File: src/rtl/issue_pair.sv
// issue_pair: circular instruction queue feeding a dual-slot decode stage.
// Issues the head word to slot A and pairs the next word into slot B when safe.
module issue_pair #(
    parameter int DATA_WIDTH = 32,
    parameter int DEPTH      = 8
) (
    input  logic                    clk,
    input  logic                    rst,
    input  logic                    in_valid,
    input  logic [DATA_WIDTH-1:0]   in_instr,
    output logic                    in_ready,
    input  logic                    stall,
    input  logic                    flush,
    output logic [DATA_WIDTH-1:0]   instrA,
    output logic [DATA_WIDTH-1:0]   instrB,
    output logic                    validA,
    output logic                    validB,
    output logic [$clog2(DEPTH):0]  occupancy
);

    localparam int AW = $clog2(DEPTH);
    localparam int CW = AW + 1;

    localparam logic [DATA_WIDTH-1:0] NOP = DATA_WIDTH'(32'h0000_0013);

    localparam logic [6:0] OP_BRANCH = 7'b1100011;
    localparam logic [6:0] OP_JAL    = 7'b1101111;
    localparam logic [6:0] OP_JALR   = 7'b1100111;
    localparam logic [6:0] OP_LOAD   = 7'b0000011;
    localparam logic [6:0] OP_STORE  = 7'b0100011;

    // Queue storage and bookkeeping
    logic [DATA_WIDTH-1:0] mem [DEPTH];
    logic [AW-1:0]         wptr;
    logic [AW-1:0]         rptr;
    logic [AW-1:0]         rptr_next;
    logic [CW-1:0]         count;

    // Head pair as seen before this edge's push
    logic [DATA_WIDTH-1:0] h0;
    logic [DATA_WIDTH-1:0] h1;

    // Decode fields used by the pairing rules
    logic [6:0] op0;
    logic [6:0] op1;
    logic [4:0] rd0;
    logic [4:0] rs1_h1;
    logic [4:0] rs2_h1;

    logic is_ctl;
    logic writes_rd;
    logic raw_hazard;
    logic mem_conflict;
    logic split;
    logic have_one;
    logic have_two;
    logic can_pair;
    logic issue;
    logic push;
    logic [CW-1:0] pop_cnt;

    assign rptr_next = rptr + 1'b1;

    assign h0 = mem[rptr];
    assign h1 = mem[rptr_next];

    assign op0    = h0[6:0];
    assign op1    = h1[6:0];
    assign rd0    = h0[11:7];
    assign rs1_h1 = h1[19:15];
    assign rs2_h1 = h1[24:20];

    // Control transfers always issue alone so slot B never sits in a shadow.
    assign is_ctl = (op0 == OP_BRANCH) ||
                    (op0 == OP_JAL)    ||
                    (op0 == OP_JALR);

    // Branches and stores carry no destination; x0 writes are discarded.
    assign writes_rd = (op0 != OP_BRANCH) &&
                       (op0 != OP_STORE)  &&
                       (rd0 != 5'd0);

    // Source fields are compared whatever H1's format, erring on the safe side.
    assign raw_hazard = writes_rd &&
                        ((rs1_h1 == rd0) || (rs2_h1 == rd0));

    // Only one memory port downstream.
    assign mem_conflict = ((op0 == OP_LOAD) || (op0 == OP_STORE)) &&
                          ((op1 == OP_LOAD) || (op1 == OP_STORE));

    assign split = is_ctl || raw_hazard || mem_conflict;

    assign have_one = (count != '0);
    assign have_two = (count >= CW'(2));
    assign can_pair = have_two && !split;

    assign issue = !rst && !flush && !stall && have_one;

    assign pop_cnt = !issue   ? CW'(0) :
                     can_pair ? CW'(2) :
                                CW'(1);

    assign in_ready  = (count < CW'(DEPTH));
    assign push      = in_valid && in_ready && !flush && !rst;
    assign occupancy = count;

    // Write accepted fetch words into the slot at the write pointer.
    always_ff @(posedge clk) begin
        if (push) begin
            mem[wptr] <= in_instr;
        end
    end

    // Advance pointers and entry count; reset and flush empty the queue.
    always_ff @(posedge clk) begin
        if (rst || flush) begin
            wptr  <= '0;
            rptr  <= '0;
            count <= '0;
        end else begin
            if (push) begin
                wptr <= wptr + 1'b1;
            end
            rptr  <= rptr + AW'(pop_cnt);
            count <= count + CW'(push) - pop_cnt;
        end
    end

    // Register the decode slots; hold them while decode is stalled.
    always_ff @(posedge clk) begin
        if (rst || flush) begin
            instrA <= NOP;
            instrB <= NOP;
            validA <= 1'b0;
            validB <= 1'b0;
        end else if (!stall) begin
            if (!have_one) begin
                instrA <= NOP;
                instrB <= NOP;
                validA <= 1'b0;
                validB <= 1'b0;
            end else begin
                instrA <= h0;
                validA <= 1'b1;
                instrB <= can_pair ? h1 : NOP;
                validB <= can_pair;
            end
        end
    end

endmodule

File: config.mk
export PLATFORM = sky130hd
export DESIGN_NAME = issue_pair
export DESIGN_NICKNAME = d
export VERILOG_FILES = /design/src/rtl/issue_pair.sv
export SDC_FILE = /design/constraint.sdc
export NUM_CORES = 1
export LEC_CHECK = 0
export ABC_AREA = 1
export CELL_PAD_IN_SITES_DETAIL_PLACEMENT = 2
export CELL_PAD_IN_SITES_GLOBAL_PLACEMENT = 2
export CORE_MARGIN = 5
export CORE_UTILIZATION = 34
export DETAILED_ROUTE_END_ITERATION = 6
export PLACE_DENSITY = 0.84
export SYNTH_ARGS = -nofsm -noshare
export SYNTH_HDL_FRONTEND = slang
export SYNTH_SLANG_ARGS = --single-unit
export TNS_END_PERCENT = 50
File: constraint.sdc
create_clock -name clk -period 4.6 [get_ports clk]
set_clock_uncertainty 0.15 [all_clocks]
set_input_delay 1.15 -clock clk [delete_from_list [all_inputs] [get_ports clk]]
set_output_delay 1.15 -clock clk [all_outputs]
set_load 0.02 [all_outputs]
==> results.cfg <==
[routing]
drc = 0
wl_per_cell_um = 24.5
first_pass_iters = 5
postRouteAntennaNets = 0
drt-vias-per-instance = 5.53
wl_um = 60500
detailroute.via_count = 13700
initialDrtViolationCount = 1054

[critical_path]
cp_num_buf_inv = 2
path_class = flop to flop
crit_top_cell = nand2_1
crit_arrival_ps = 4620
worstReg2RegEnd = occupancy[3]
path_cells = buf_4 > nand3_1 > nand2_1 > nand2_1 > nand2_1 > nor2_1 > nand3_1 > nand2_1 > nand2_2 > nand2_1 > nor2_2 > inv_2 > ha_1 > ha_1 > nand2_1 > nor2_1 > a211oi_1 > o21ai_0 > a21oi_1
critical_path_depth = 19
ff2ff_path_depth = 19
crit_fanout = 25
end_kind = flop
ff2ff_setup_slack_ps = 320
cp.required_ps = 4940
startpoint = rptr[2]
r2r_start = rptr[2]
cp_top_family = simple AND/OR/NAND/NOR gates
crit_path_max_incr_delay_ps = 750
endpoint = occupancy[3]
cpMaxStageDelayCell = dfxtp_2
start_kind = flop

[cts]
cts_buffers = 38
clk_latency_ps = 560
max-clock-path-buffers = 3
postCtsResizedCells = 0
cts_num_sinks = 332
root_buffer = clkbuf_16
hold_buffers = 0
post-cts-setup-buffers = 0
path_clk_slew_ps = 60
htree_levels = 2
tritoncts = done

[logic_synthesis]
syn_nets = 1810
ys_seq_elements = 332
synth_commonest_cells = nand2_1, edfxtp_1, inv_1
synth_simple_gate_area_share_pct = 18.8
ys_seq_area_share_pct = 57.8
synth_top_area_share_pct = 48.3
synthFlopType = edfxtp_1
synth_compound_area_share_pct = 13.3
synth_top_family_by_area = simple AND/OR/NAND/NOR gates
syn_area_per_cell_um2 = 9.04
synth_mux_area_share_pct = 0
yosys_warnings = 0
synth_cell_type_count = 38
async_reset_ff_share_pct = 0
yosysTopAreaCell = edfxtp_1
synth-xor-area-share_pct = 0.267
syn_area_um2 = 15900
syn_inst = 1762
synth_area_leaders = edfxtp_1, nand2_1, dfxtp_1
synth_edf_count = 256
yosysMostFrequentCell = nand2_1
synthAdderAreaFrac_pct = 0.958

[grt]
antenna_found_initial = 2
grt_max_degree = 114
track_usage_pct = 23.1
grt_pass1_vias = 15200
grt_overflow_total = 0
grt_pass1_wl_um = 91000

[die]
rows = 79
ios = 108
core_area_um2 = 46500
start_util_pct = 34.3
dieArea_um2 = 51300
die_y_um = 226
die_w_um = 226

[sta]
setup_violations = 0
max_slew.worst_pin.slew_ps = 930
fin_hold_ws_ps = 305
slew_violations = 0
maxSlewHeadroom_pct = 38.0
period_minus_slack_ps = 4280
period_share_pct = 93.1
hold_viol_final = 0
setup_slack_ps = 318
timing.fmax_ghz = 0.234
rsz0062_at_grt = no

[place]
dp_slack_ps = 400
routabilityCongestion = 0.816
placed_area_um2 = 17700
port_buffers = 107
dp_hpwl_um = 37200

[min_path]
min_path_type = flop to flop
hold_start = instrB[19]

[run_status]
status = completed

[layout]
fin_nets = 1880
areaGrowthSynthToFinish_pct = 19.1
fin_area_um2 = 19000
drive_gt1_share_pct = 7.09
nFillCells = 4999

[power_and_ir_drop]
p_leak_nw = 7.39
cellPowerDensity_nw_per_um2 = 349
ir_worst_vdd_v = 0.000203

[flow_run]
max_cap_violations = 0
==> worst min-delay path by stage <==
stage,end,slack (ps),cells after the start
finish,instrB[19],310,2
global route,validB,330,2
CTS,instrB[19],310,2
detailed placement,instrB[2],300,2
global placement,instrB[19],290,2
floorplan,wptr[0],350,3
==> flip-flops by register name (all words and copies together) (netlist names) <==
signal and cells:
mem 256, instrA 32, instrB 32, occupancy 4, rptr 3, wptr 3
validA 1, validB 1
==> area by class of cell <==
class | count | area [µm²] | area share, %
Antenna cell | 2 | 5.00 | 0.0264
Timing Repair Buffer | 147 | 1500 | 7.90
Inverter | 210 | 792 | 4.17
Sequential cell | 332 | 9220 | 48.6
Tap cell | 607 | 759 | 4.00
Clock inverter | 16 | 194 | 1.02
Clock buffer | 54 | 1100 | 5.81
Multi-Input combinational cell | 1103 | 5410 | 28.5
==> per-stage QoR <==
stage | util, % | TNS, ps | instances | power [mW]
after floorplan | - | -1960 | 1762 | 3.38
after global placement | 38.0 | 0 | 2399 | 3.48
after detailed placement | 38.0 | 0 | 2399 | 3.50
after CTS | 40.8 | 0 | 2469 | 6.67
after global routing | 40.8 | 0 | 2470 | 6.80
final | 40.9 | 0 | 2471 | 6.62
==> power by group <==
part	internal [mW]	switching (mW)	total, mW
clock network	1.90	1.28	3.18
logic	0.0580	0.125	0.183
registers	3.24	0.00930	3.25
total	5.20	1.41	6.62
==> metal layers <==
layer / up-vias / wire length [µm] / GRT usage [%] / part of all wire, %
li1: 6141 / - / - / -
met1: 6970 / 24700 / 28.4 / 41
met2: 438 / 30300 / 41.3 / 50
met3: 119 / 3440 / 3.61 / 5.7
met4: 0 / 1980 / 8.25 / 3.3
met5: - / 0 / 0 / 0
==> logic make-up (layout without fill, tap and decap cells) <==
group                    count (synthesis)  in the layout
AND/OR/NAND/NOR                        714            714
flip-flops                             332            332
buffers and inverters                  327            427
adder cells (fa/ha/maj)                 11             11
XOR/XNOR                                 4              4
AO/OA/AOI/OAI                          374            374
other                                    0              2
==> worst min-delay path, stage by stage (launching register included) <==
cell and delay, ps:
dfxtp_1 310, nand2_1 60, nand2_1 40
==> layout by cell type (no fill, tap or decap), types with 38 or more instances in the layout <==
cell and count:
nand2_1 459, edfxtp_1 256, inv_1 203, nand3_1 161
o21ai_0 155, a21oi_1 140, clkdlybuf4s50_1 107, dfxtp_1 73
nor2_1 42, clkbuf_16 39, o211ai_1 38
No activity file was read; power rests on OpenSTA's default activity.
